===== src/rtl/multi_player_input_queue_if.sv =====
// Player-input bundle: PS/2 byte strobe, raw shake levels and the per-player
// arrow-event valid/ready outputs shared by the queue and its consumers.
interface multi_player_input_queue_if #(
    parameter int NUM_PLAYERS = 2
);
    logic                       ps2_key_pressed;
    logic [7:0]                 ps2_key_data;
    logic [NUM_PLAYERS-1:0]     shake_in;
    logic [NUM_PLAYERS-1:0]     out_valid;
    logic [NUM_PLAYERS-1:0]     out_ready;
    logic [8*NUM_PLAYERS-1:0]   out_arrow;
    logic [NUM_PLAYERS-1:0]     overflow;

    modport master (
        input  ps2_key_pressed, ps2_key_data, shake_in, out_ready,
        output out_valid, out_arrow, overflow
    );

    modport slave (
        output ps2_key_pressed, ps2_key_data, shake_in, out_ready,
        input  out_valid, out_arrow, overflow
    );
endinterface


===== src/rtl/multi_player_input_queue.sv =====
// Decodes PS/2 make codes and debounced shake sensors into per-player arrow
// events, suppressing break codes and typematic repeats, queued in small FIFOs.
module multi_player_input_queue #(
    parameter int                      NUM_PLAYERS     = 2,
    parameter int                      FIFO_DEPTH      = 4,
    parameter int                      DEBOUNCE_CYCLES = 50000,
    parameter logic [32*NUM_PLAYERS-1:0] KEYMAP        = 64'h7472_6b75_231b_1c1d
) (
    input  logic                        clock,
    input  logic                        resetn,
    input  logic                        clear,
    multi_player_input_queue_if.master  bus
);
    localparam int PW = (FIFO_DEPTH > 1) ? $clog2(FIFO_DEPTH) : 1;
    localparam int CW = $clog2(FIFO_DEPTH) + 1;
    localparam int DW = $clog2(DEBOUNCE_CYCLES + 1);
    localparam logic [DW-1:0] DB_LAST    = DW'(DEBOUNCE_CYCLES - 1);
    localparam logic [CW-1:0] CNT_FULL   = CW'(FIFO_DEPTH);
    localparam logic [2:0]    CODE_SHAKE = 3'd5;

    logic                   r_break_flag;
    logic [3:0]             r_held      [NUM_PLAYERS];
    logic [NUM_PLAYERS-1:0] r_sync1, r_sync2, r_deb, r_shake_pend, r_valid, r_overflow;
    logic [DW-1:0]          r_db_cnt    [NUM_PLAYERS];
    logic [2:0]             r_mem       [NUM_PLAYERS][FIFO_DEPTH];
    logic [PW-1:0]          r_wptr      [NUM_PLAYERS];
    logic [PW-1:0]          r_rptr      [NUM_PLAYERS];
    logic [CW-1:0]          r_count     [NUM_PLAYERS];
    logic [7:0]             r_arrow     [NUM_PLAYERS];

    logic                   w_strobe, w_is_e0, w_is_f0;
    logic [NUM_PLAYERS-1:0] w_kb_wr, w_flip, w_rise, w_wr, w_pop, w_push, w_drop, w_pend_nxt;
    logic [2:0]             w_kb_code   [NUM_PLAYERS];
    logic [2:0]             w_wdata     [NUM_PLAYERS];
    logic [3:0]             w_held_nxt  [NUM_PLAYERS];
    logic [PW-1:0]          w_rptr_nxt  [NUM_PLAYERS];
    logic [CW-1:0]          w_count_nxt [NUM_PLAYERS];
    logic [7:0]             w_arrow_nxt [NUM_PLAYERS];

    assign w_strobe = bus.ps2_key_pressed & ~clear;
    assign w_is_e0  = (bus.ps2_key_data == 8'hE0);
    assign w_is_f0  = (bus.ps2_key_data == 8'hF0);

    // Scan-code match: a make with the key not held fires once; a break releases it.
    always_comb begin
        for (int p = 0; p < NUM_PLAYERS; p++) begin
            w_kb_wr[p]    = 1'b0;
            w_kb_code[p]  = 3'd0;
            w_held_nxt[p] = r_held[p];
            for (int k = 0; k < 4; k++) begin
                if (w_strobe && !w_is_e0 && !w_is_f0 &&
                    (KEYMAP[32*p+8*k +: 8] == bus.ps2_key_data)) begin
                    if (r_break_flag) begin
                        w_held_nxt[p][k] = 1'b0;
                    end else if (!r_held[p][k] && !w_kb_wr[p]) begin
                        w_kb_wr[p]       = 1'b1;
                        w_kb_code[p]     = 3'(k + 1);
                        w_held_nxt[p][k] = 1'b1;
                    end else begin
                        w_held_nxt[p][k] = r_held[p][k];
                    end
                end else begin
                    w_held_nxt[p][k] = r_held[p][k];
                end
            end
        end
    end

    // Debounce edge detect, write-port arbitration and FIFO next state.
    always_comb begin
        for (int p = 0; p < NUM_PLAYERS; p++) begin
            w_flip[p]      = (r_sync2[p] != r_deb[p]) && (r_db_cnt[p] == DB_LAST);
            w_rise[p]      = w_flip[p] & ~r_deb[p];
            w_wr[p]        = w_kb_wr[p] | r_shake_pend[p];
            w_wdata[p]     = w_kb_wr[p] ? w_kb_code[p] : CODE_SHAKE;
            // A pending shake survives a keyboard collision; a new rise merges into it.
            w_pend_nxt[p]  = w_rise[p] | (r_shake_pend[p] & w_kb_wr[p]);
            w_pop[p]       = r_valid[p] & bus.out_ready[p];
            w_push[p]      = w_wr[p] & ((r_count[p] != CNT_FULL) | w_pop[p]);
            w_drop[p]      = w_wr[p] & ~w_push[p];
            w_rptr_nxt[p]  = r_rptr[p] + PW'(w_pop[p]);
            w_count_nxt[p] = r_count[p] + CW'(w_push[p]) - CW'(w_pop[p]);
            if (w_count_nxt[p] == {CW{1'b0}}) begin
                w_arrow_nxt[p] = 8'h00;
            end else if (w_push[p] && (r_wptr[p] == w_rptr_nxt[p])) begin
                w_arrow_nxt[p] = {5'b00000, w_wdata[p]};
            end else begin
                w_arrow_nxt[p] = {5'b00000, r_mem[p][w_rptr_nxt[p]]};
            end
        end
    end

    // Parser flag, key-held bits, shake synchroniser and debouncer.
    always_ff @(posedge clock or negedge resetn) begin
        if (!resetn) begin
            r_break_flag <= 1'b0;
            r_sync1      <= '0;
            r_sync2      <= '0;
            r_deb        <= '0;
            r_shake_pend <= '0;
            for (int p = 0; p < NUM_PLAYERS; p++) begin
                r_held[p]   <= 4'b0000;
                r_db_cnt[p] <= '0;
            end
        end else if (clear) begin
            r_break_flag <= 1'b0;
            r_sync1      <= '0;
            r_sync2      <= '0;
            r_deb        <= '0;
            r_shake_pend <= '0;
            for (int p = 0; p < NUM_PLAYERS; p++) begin
                r_held[p]   <= 4'b0000;
                r_db_cnt[p] <= '0;
            end
        end else begin
            if (w_strobe && w_is_f0) begin
                r_break_flag <= 1'b1;
            end else if (w_strobe && !w_is_e0) begin
                r_break_flag <= 1'b0;
            end else begin
                r_break_flag <= r_break_flag;
            end
            r_sync1      <= bus.shake_in;
            r_sync2      <= r_sync1;
            r_shake_pend <= w_pend_nxt;
            for (int p = 0; p < NUM_PLAYERS; p++) begin
                r_held[p] <= w_held_nxt[p];
                if (r_sync2[p] == r_deb[p]) begin
                    r_db_cnt[p] <= '0;
                end else if (w_flip[p]) begin
                    r_db_cnt[p] <= '0;
                    r_deb[p]    <= ~r_deb[p];
                end else begin
                    r_db_cnt[p] <= r_db_cnt[p] + DW'(1);
                end
            end
        end
    end

    // Per-player FIFO storage, pointers and registered head/valid/overflow.
    always_ff @(posedge clock or negedge resetn) begin
        if (!resetn) begin
            r_valid    <= '0;
            r_overflow <= '0;
            for (int p = 0; p < NUM_PLAYERS; p++) begin
                r_wptr[p]  <= '0;
                r_rptr[p]  <= '0;
                r_count[p] <= '0;
                r_arrow[p] <= 8'h00;
                for (int d = 0; d < FIFO_DEPTH; d++) r_mem[p][d] <= 3'd0;
            end
        end else if (clear) begin
            r_valid    <= '0;
            r_overflow <= '0;
            for (int p = 0; p < NUM_PLAYERS; p++) begin
                r_wptr[p]  <= '0;
                r_rptr[p]  <= '0;
                r_count[p] <= '0;
                r_arrow[p] <= 8'h00;
                for (int d = 0; d < FIFO_DEPTH; d++) r_mem[p][d] <= 3'd0;
            end
        end else begin
            r_overflow <= r_overflow | w_drop;
            for (int p = 0; p < NUM_PLAYERS; p++) begin
                if (w_push[p]) begin
                    r_mem[p][r_wptr[p]] <= w_wdata[p];
                    r_wptr[p]           <= r_wptr[p] + PW'(1);
                end else begin
                    r_wptr[p] <= r_wptr[p];
                end
                r_rptr[p]  <= w_rptr_nxt[p];
                r_count[p] <= w_count_nxt[p];
                r_arrow[p] <= w_arrow_nxt[p];
                r_valid[p] <= (w_count_nxt[p] != {CW{1'b0}});
            end
        end
    end

    assign bus.out_valid = r_valid;
    assign bus.overflow  = r_overflow;
    for (genvar g = 0; g < NUM_PLAYERS; g++) begin : g_arrow
        assign bus.out_arrow[8*g +: 8] = r_arrow[g];
    end
endmodule


===== src/flat_wrapper.sv =====
// flat-port wrapper written by rule: the top's interface ports become plain ports
module multi_player_input_queue_flat 
#(
    parameter int                      NUM_PLAYERS     = 2,
    parameter int                      FIFO_DEPTH      = 4,
    parameter int                      DEBOUNCE_CYCLES = 50000,
    parameter logic [32*NUM_PLAYERS-1:0] KEYMAP        = 64'h7472_6b75_231b_1c1d
)
  (clock, resetn, clear, bus_ps2_key_pressed, bus_ps2_key_data, bus_shake_in, bus_out_ready, bus_out_valid, bus_out_arrow, bus_overflow);
  multi_player_input_queue_if #(.NUM_PLAYERS(NUM_PLAYERS)) bus_i ();
  input  logic clock;
  input  logic resetn;
  input  logic clear;
  input wire logic [$bits(bus_i.ps2_key_pressed)-1:0] bus_ps2_key_pressed;
  input wire logic [$bits(bus_i.ps2_key_data)-1:0] bus_ps2_key_data;
  input wire logic [$bits(bus_i.shake_in)-1:0] bus_shake_in;
  input wire logic [$bits(bus_i.out_ready)-1:0] bus_out_ready;
  output wire logic [$bits(bus_i.out_valid)-1:0] bus_out_valid;
  output wire logic [$bits(bus_i.out_arrow)-1:0] bus_out_arrow;
  output wire logic [$bits(bus_i.overflow)-1:0] bus_overflow;
  assign bus_i.ps2_key_pressed = bus_ps2_key_pressed;
  assign bus_i.ps2_key_data = bus_ps2_key_data;
  assign bus_i.shake_in = bus_shake_in;
  assign bus_i.out_ready = bus_out_ready;
  assign bus_out_valid = bus_i.out_valid;
  assign bus_out_arrow = bus_i.out_arrow;
  assign bus_overflow = bus_i.overflow;
  multi_player_input_queue #(.NUM_PLAYERS(NUM_PLAYERS), .FIFO_DEPTH(FIFO_DEPTH), .DEBOUNCE_CYCLES(DEBOUNCE_CYCLES), .KEYMAP(KEYMAP)) u_core (.clock(clock), .resetn(resetn), .clear(clear), .bus(bus_i));
endmodule

===== config.mk =====
export PLATFORM = sky130hd
export DESIGN_NAME = multi_player_input_queue_flat
export DESIGN_NICKNAME = d
export VERILOG_FILES = /design/src/rtl/multi_player_input_queue_if.sv /design/src/rtl/multi_player_input_queue.sv /design/src/flat_wrapper.sv
export SDC_FILE = /design/constraint.sdc
export NUM_CORES = 1
export LEC_CHECK = 0
export BUFFER_PORTS_ARGS = -buffer_cell sky130_fd_sc_hd__buf_2
export CORE_MARGIN = 1
export CORE_UTILIZATION = 45
export CTS_BUF_LIST = sky130_fd_sc_hd__clkbuf_4
export CTS_CLUSTER_SIZE = 20
export DETAILED_ROUTE_END_ITERATION = 8
export MAX_ROUTING_LAYER = met4
export PLACE_DENSITY_LB_ADDON = 0.1
export SLEW_MARGIN = 30
export SYNTH_ARGS = -nofsm -noshare
export SYNTH_HDL_FRONTEND = slang
export SYNTH_SLANG_ARGS = --single-unit

===== constraint.sdc =====
create_clock -name clock -period 6.2 [get_ports clock]
set_input_delay 0 -clock clock [delete_from_list [all_inputs] [get_ports clock]]
set_output_delay 0 -clock clock [all_outputs]
set_load 0.02 [all_outputs]

Yosys cells after proc, flatten, opt, wreduce, memory -nomap -nowiden
Index checks and enable logic that the tools add are counted.
- eq/ne operators: 22
- magnitude comparators: 6
- add/subtract/negate cells: 10
- shift-type cells: 0
- div/mod/pow operators: 0
- reduce and logical (&&, ||, !) cells: 68
- mux-type cells: 115
- bitwise gates (word level): 27
- multiply operators: 0
- operators by type and width (cell ; count):
    two-way mux 3 bit ; 32
    two-way mux 16 bit ; 5
    two-way mux 1 bit ; 54
    adder 16 x 1 -> 16 bit (second input constant) ; 2
    == test 16 bit (second input constant) ; 2
    == test 7 x 8 -> 1 bit (first input constant) ; 4
    two-way mux 32 bit ; 1
    nonzero test 3 bit ; 9
    bitwise mux 12 bit ; 2
    == test 5 x 8 -> 1 bit (first input constant) ; 3
    two-way mux 12 bit ; 2
    two-way mux 24 bit ; 1
    two-way mux 8 bit ; 3
    nonzero test 2 bit ; 12
    logical AND 1 bit ; 23
    == test 8 bit (second input constant) ; 2
    two-way mux 2 bit ; 8
    AND reduction 2 bit ; 8
    logical NOT 1 bit ; 14
    binary-select mux 3 bit (select 2 bit) ; 2
    demux 3 bit (select 2 bit) ; 2
    greater-or-equal comparator 3 bit (second input constant) ; 4
    NOT 2 -> 3 bit ; 4
    AND 1 bit ; 11
    other kinds (17) ; 38
- latch bits: 0
- memories kept: 0
- flip-flop bits (word level): 107
- word-level logic and storage cells: 282
- input bits: 16
- output and inout bits: 20
- bits in writable memories: 0
- ROM bits: 0

Depth between registers and ports, before layout
- depth after elaboration: 28
- mapped depth: 12
- depth with buffers taken out: 11

Worst setup path after synthesis
OpenSTA, ideal clock, no wires.
- path type: register -> register
- from: reg u_core.r_valid[0], in the netlist u_core.bus.out_valid[0]
- to: reg u_core.r_arrow (netlist bit u_core.bus.out_arrow[0])
- slack: 3.465 ns
- stages on the path, launching flop included: 12
- data arrival time: 2.655 ns
- data required time: 6.121 ns
- period minus slack after synthesis: 2.735 ns
- setup time: 0.079 ns
- buffers on the path: 0
- cell sequence: dfrtp_1 -> nand2_1 -> nand3_1 -> nand2_1 -> a2bb2oi_4 -> inv_1 -> ha_1 -> fa_1 -> nor2_1 -> a21oi_1 -> o211ai_1 -> mux2i_1
- longest elaborated chain between the ends: 9
- elaborated cells on any way between the ends: 16
- classes of those cells: add/sub (3); eq/ne (1); mux (6); bitwise (4); reduce/logical (2)
- ends and longest elaborated chain (element ; RTL line ; text):
    start: declaration ; multi_player_input_queue.sv:23 ; logic [NUM_PLAYERS-1:0] r_sync1, r_sync2, r_deb, r_shake_pend, r_valid, r_overflow;
    start signal: indexed assignment ; multi_player_input_queue.sv:174 ; r_valid[p] <= (w_count_nxt[p] != {CW{1'b0}});
    AND 1 bit * ; multi_player_input_queue.sv:78 ; w_pop[p] = r_valid[p] & bus.out_ready[p];
    branches (longest 6 deep; another with adder 3 x 1 -> 3 bit) ; n/a ;
    two-way mux 8 bit * ; multi_player_input_queue.sv:83 ; if (w_count_nxt[p] == {CW{1'b0}}) begin
    two-way mux 16 bit * ; multi_player_input_queue.sv:152 ; end else if (clear) begin
    end signal: indexed assignment ; multi_player_input_queue.sv:173 ; r_arrow[p] <= w_arrow_nxt[p];
    end: declaration ; multi_player_input_queue.sv:29 ; logic [7:0] r_arrow [NUM_PLAYERS];
Every way passes the cells marked *. The select of a mux whose other input is x is not followed.
A chain may end at the register's enable or synchronous reset.

Worst setup path after layout
- from: reg u_core.r_break_flag
- to: reg u_core.r_arrow (netlist bit u_core.bus.out_arrow[0])
- longest elaborated chain between the ends: 24
- elaborated cells on any way between the ends: 38
- classes of those cells: add/sub (2); mux (26); bitwise (2); reduce/logical (8)
- ends and longest elaborated chain (element ; RTL line ; text):
    start: declaration ; multi_player_input_queue.sv:21 ; logic r_break_flag;
    start signal: assignment ; multi_player_input_queue.sv:121 ; r_break_flag <= r_break_flag;
    two-way mux 1 bit ; multi_player_input_queue.sv:53 ; if (r_break_flag) begin
    two-way mux 1 bit ; multi_player_input_queue.sv:51 ; if (w_strobe && !w_is_e0 && !w_is_f0 &&
    logical NOT 1 bit ; multi_player_input_queue.sv:55 ; end else if (!r_held[p][k] && !w_kb_wr[p]) begin
    logical AND 1 bit ; multi_player_input_queue.sv:55 ;
    two-way mux 1 bit ; multi_player_input_queue.sv:55 ;
    two-way mux 1 bit ; multi_player_input_queue.sv:53 ;
    two-way mux 1 bit ; multi_player_input_queue.sv:51 ;
    logical NOT 1 bit ; multi_player_input_queue.sv:55 ;
    [8 not listed] ; n/a ;
    two-way mux 1 bit ; multi_player_input_queue.sv:51 ;
    bitwise OR 1 bit ; multi_player_input_queue.sv:74 ; w_wr[p] = w_kb_wr[p] | r_shake_pend[p];
    AND 1 bit ; multi_player_input_queue.sv:79 ; w_push[p] = w_wr[p] & ((r_count[p] != CNT_FULL) | w_pop[p]);
    adder 3 x 1 -> 3 bit ; multi_player_input_queue.sv:82 ; w_count_nxt[p] = r_count[p] + CW'(w_push[p]) - CW'(w_pop[p]);
    subtractor 3 x 1 -> 3 bit ; multi_player_input_queue.sv:82 ;
    logical NOT 3 bit ; multi_player_input_queue.sv:83 ;
    two-way mux 8 bit * ; multi_player_input_queue.sv:83 ;
    two-way mux 16 bit * ; multi_player_input_queue.sv:152 ;
Every way passes the cells marked *; elsewhere a longest branch is shown, timed or not.

==> metrics list <==
- The run finished with clean final reports.
- The synthesized design contains 97 register bits.
* Most used cell, CP: sky130_fd_sc_hd__inv_1
* Number of synthesized flops with an enable pin: 0
- Peak fanout along the critical path: 15
* Port bufs: 25
- Number of global-route vias before repair: 3,862
* Post-Place Setup Slack: 2.90 ns
- The synthesized netlist devotes 7.01% of its cell area to XOR and XNOR gates.
- Wire per inst: 15.6 µm
- Gpl congestion: 0.848
- Counting tap cells, the placed design contains a total of 672 instances.
* Top Ports: 36
- The tool flagged a number of max-cap violations equal to 0.
* Largest family of logic cells by synthesized area: simple AND/OR/NAND/NOR gates
- In this run the critical register-to-register path is captured at u_core.bus.out_arrow[0].
* Largest area contributor in the netlist: sky130_fd_sc_hd__dfrtp_1
- Largest delay share family, worst path: compound AO/OA/AOI/OAI gates
- Cells resized by post-CTS repair: 0
- By area the synthesized netlist is led by sky130_fd_sc_hd__dfrtp_1, sky130_fd_sc_hd__nor2_1, sky130_fd_sc_hd__mux2i_1, sky130_fd_sc_hd__xnor2_1, sky130_fd_sc_hd__ha_1.
* Maximum number of pins on one net before global-route repair: 59
- The critical path is of the flip-flop to flip-flop type.
* Final worst slack: 2.92 ns
* Slowest stage cell on the critical path: sky130_fd_sc_hd__dfrtp_1
- Peak ir drop on the vdd network: 175 µV
- Synthesized area: 5340 µm²
- For this configuration, the core starts out at a cell density of 46.6%.
* Worst-case headroom to the max-slew limit: 52.5%
- The routed design could run at a clock period as short as 3.28 ns.
- Summing the areas of all compound-gate instances in the mapped netlist gives 9.26% of the synthesized area.
- The most critical setup path has its startpoint at u_core.r_break_flag.
* Fraction of layout cells with a size suffix above 1: 12.3%
- Yosys warnings: 0
* Unrepaired setup endpoints after global routing: false
- Measured along the y axis, the die boundary spans 111 µm.
* Post-route clock period utilization: 52.9%
- The portion of synthesized area spent on multiplexers is 7.12%.
* Required arrival time at the worst endpoint: 6.59 ns
- At the later pin of the worst-skew pair, clock insertion delay measures 0.47 ns.
- Actual slew at the worst max-slew pin: 0.712 ns
* Final design area excluding fillers: 5800 µm²
- DP Area: 5540 µm²
- The number of setup buffers added after CTS is 0.
- TritonCTS built the clock tree.
- Summing the areas of all fa, ha and maj instances in the mapped netlist gives 4.50% of the synthesized area.
- Total clock sinks: 97
- Clock buffer count from CTS: 9
- After the last flow step, the layout net total stands at 584.
- Series of cell instances along the critical path: inv_1 -> nand2_1 -> a2bb2oi_4 -> inv_1 -> ha_1 -> fa_1 -> nor2_1 -> a21oi_1 -> o211ai_1 -> mux2i_1
- Stage delay of the slowest cell on the critical path: 0.68 ns
- For this run, the share of the core covered by cells in the final layout is 50.6%.
- The clock passes through at most 2 buffers.
- Total chip power: 1.32 mW
* Post-Layout Cell Count: 698
* Clock-pin transition on the worst setup and hold timing paths: 0.15 ns
- Of all flip-flops after synthesis, the portion carrying an async set or reset was 100%.
- The die is 111 µm wide.
- For the worst setup path, the data arrival time is 3.67 ns.
- Kind of launch point of the worst setup path: flip-flop
- Clock skew: 0.0189 ns
- Global-route wire length before repair: 19,300 µm
- Total power density per cell area: 227 nW/µm²
* Aggregate global-route resource usage: 20.1%
- The die covers 12,300 µm².
- The routed design has 10,900 µm of wire.
* WP buf/inv: 2
* Pins Over Slew Limit: 0
- A synthesized cell averages 10.3 µm².
- Top cell type's share of synthesized area: 45.5%
- In the routed layout, each cell is associated on average with a via count of 5.48.
- The most common cell in the synthesized netlist is sky130_fd_sc_hd__dfrtp_1.
* Share of synthesized area occupied by flip-flops and latches: 45.5%
* Worst hold margin: 0.0289 ns
- For this design the static power due to leakage is 2.61 nW.
- Synth Flop Type: sky130_fd_sc_hd__dfrtp_1
- Summed over all nets, the half-perimeter wirelength after detailed placement is 7720 µm.
* Antenna violations before repair: 0
- Total DRC errors in the routed layout: 0
* Critical Path End Type: flip-flop
- Count of endpoints failing setup in the final report: 0
* Reg-to-reg critical path startpoint: u_core.r_break_flag
* Cells after Synth: 520
- Diode count: 0
* Area growth from synthesis to final layout: 8.62%
- Sorting the synthesized cells by how often they occur yields sky130_fd_sc_hd__dfrtp_1, sky130_fd_sc_hd__nor2_1, sky130_fd_sc_hd__inv_1.
- Synth cell types: 66
- Of the total synthesized cell area, the portion taken by AND, OR, NAND and NOR gates is 21.0%.
- For the final routed database, the setup TNS stands at 0 ns.
* FMAX: 305 MHz
* Std-Cell Rows: 39
- The tree is rooted in a sky130_fd_sc_hd__clkbuf_4.
- First-iteration detailed-routing DRC count: 86
- The worst hold path belongs to the class primary input to async pin.
* Number of search-and-repair iterations in the first detailed-routing pass: 4
- Number of vias after detailed routing: 3,826
- Worst Reg2Reg Path Length in Cells: 10
- The number of failing hold endpoints at the final stage was 0.
* Reg2Reg Setup Slack: 2.92 ns
- Total gr overflow: 0
* Antenna-violating nets left: 0
- CTS H-Tree Depth: 3
- The core region is 11,500 µm².
metal layers:
layer | track usage, % | part of all wire (%)
met3 | 3.50 | 2.8
met2 | 30.4 | 47
met4 | 7.56 | 1.7
met5 | - | 0
met1 | 27.1 | 48
logic make-up after synthesis:
logic type	count (synthesis)
fa+ha+maj	18
buf+inv	64
compound gates	61
xor+xnor	41
flops	97
other cells	1
mux	30
simple gates	208
cell usage in the layout, fill, tap and decap left out, drive strengths merged, types with 3 or more instances in the layout:
cell         netlist  routed
nand2b             3       3
o32ai              4       4
nand2             37      37
a21oi             17      17
nand4              7       7
nor2b             11      11
a211oi             7       7
and3              12      12
or4                7       7
mux4               6       6
xor2              14      14
nand3             21      21
or4b               6       6
nor4bb             3       3
a31oi              3       3
and2               5       5
o31ai              3       3
clkbuf             9       9
buf               18      27
xnor2             26      26
nor4               6       6
nor4b              3       3
mux2i             23      23
o21ai              6       6
o211ai             8       8
dfrtp             97      97
dlygate4sd3        0      10
inv               37      38
conb               1      10
ha                16      16
nor3               8       8
a221oi             4       4
nor2              64      64
registers in the layout, summed over array words and instances (netlist names), 4 cells and up:
signal / flops
u_core.r_mem: 24
u_core.bus.out_arrow: 6
u_core.r_db_cnt: 32
u_core.r_count: 6
u_core.r_rptr: 4
u_core.r_wptr: 4
u_core.r_held: 8
report_power, final:
| group | switching, mW | leakage [nW] | internal [mW] |
|---|---|---|---|
| sequential | 0.0178 | 1.34 | 0.657 |
| combinational | 0.160 | 1.18 | 0.101 |
| clock | 0.218 | 0.0823 | 0.163 |
timing repair:
item,in CTS,in global routing
endpoints found under the setup margin,0,0
hold buffers,10,0
endpoints found under the hold margin,46,0
final cells by class:
| cell class | instances | area, µm² |
|---|---|---|
| fill | 1049 | 5670 |
| clock buffer | 9 | 67.6 |
| tap | 143 | 179 |
| timing repair buffer | 37 | 243 |
| sequential | 97 | 2430 |
| inverter | 37 | 139 |
| multi-input combinational | 368 | 2650 |
| clock inverter | 7 | 93.8 |
worst max path at each step:
stage / endpoint / slack (ns) / cells after the start
3_5_place_dp: u_core.bus.out_arrow[0] / 2.90 / 13
2_1_floorplan: u_core.bus.out_arrow[0] / 3.47 / 11
4_1_cts: u_core.bus.out_arrow[0] / 2.90 / 10
6_report: u_core.bus.out_arrow[0] / 2.92 / 10
5_1_grt: u_core.bus.out_arrow[0] / 2.56 / 10
3_3_place_gp: u_core.bus.out_arrow[0] / 3.01 / 13
No activity file was read; power rests on OpenSTA's default activity.
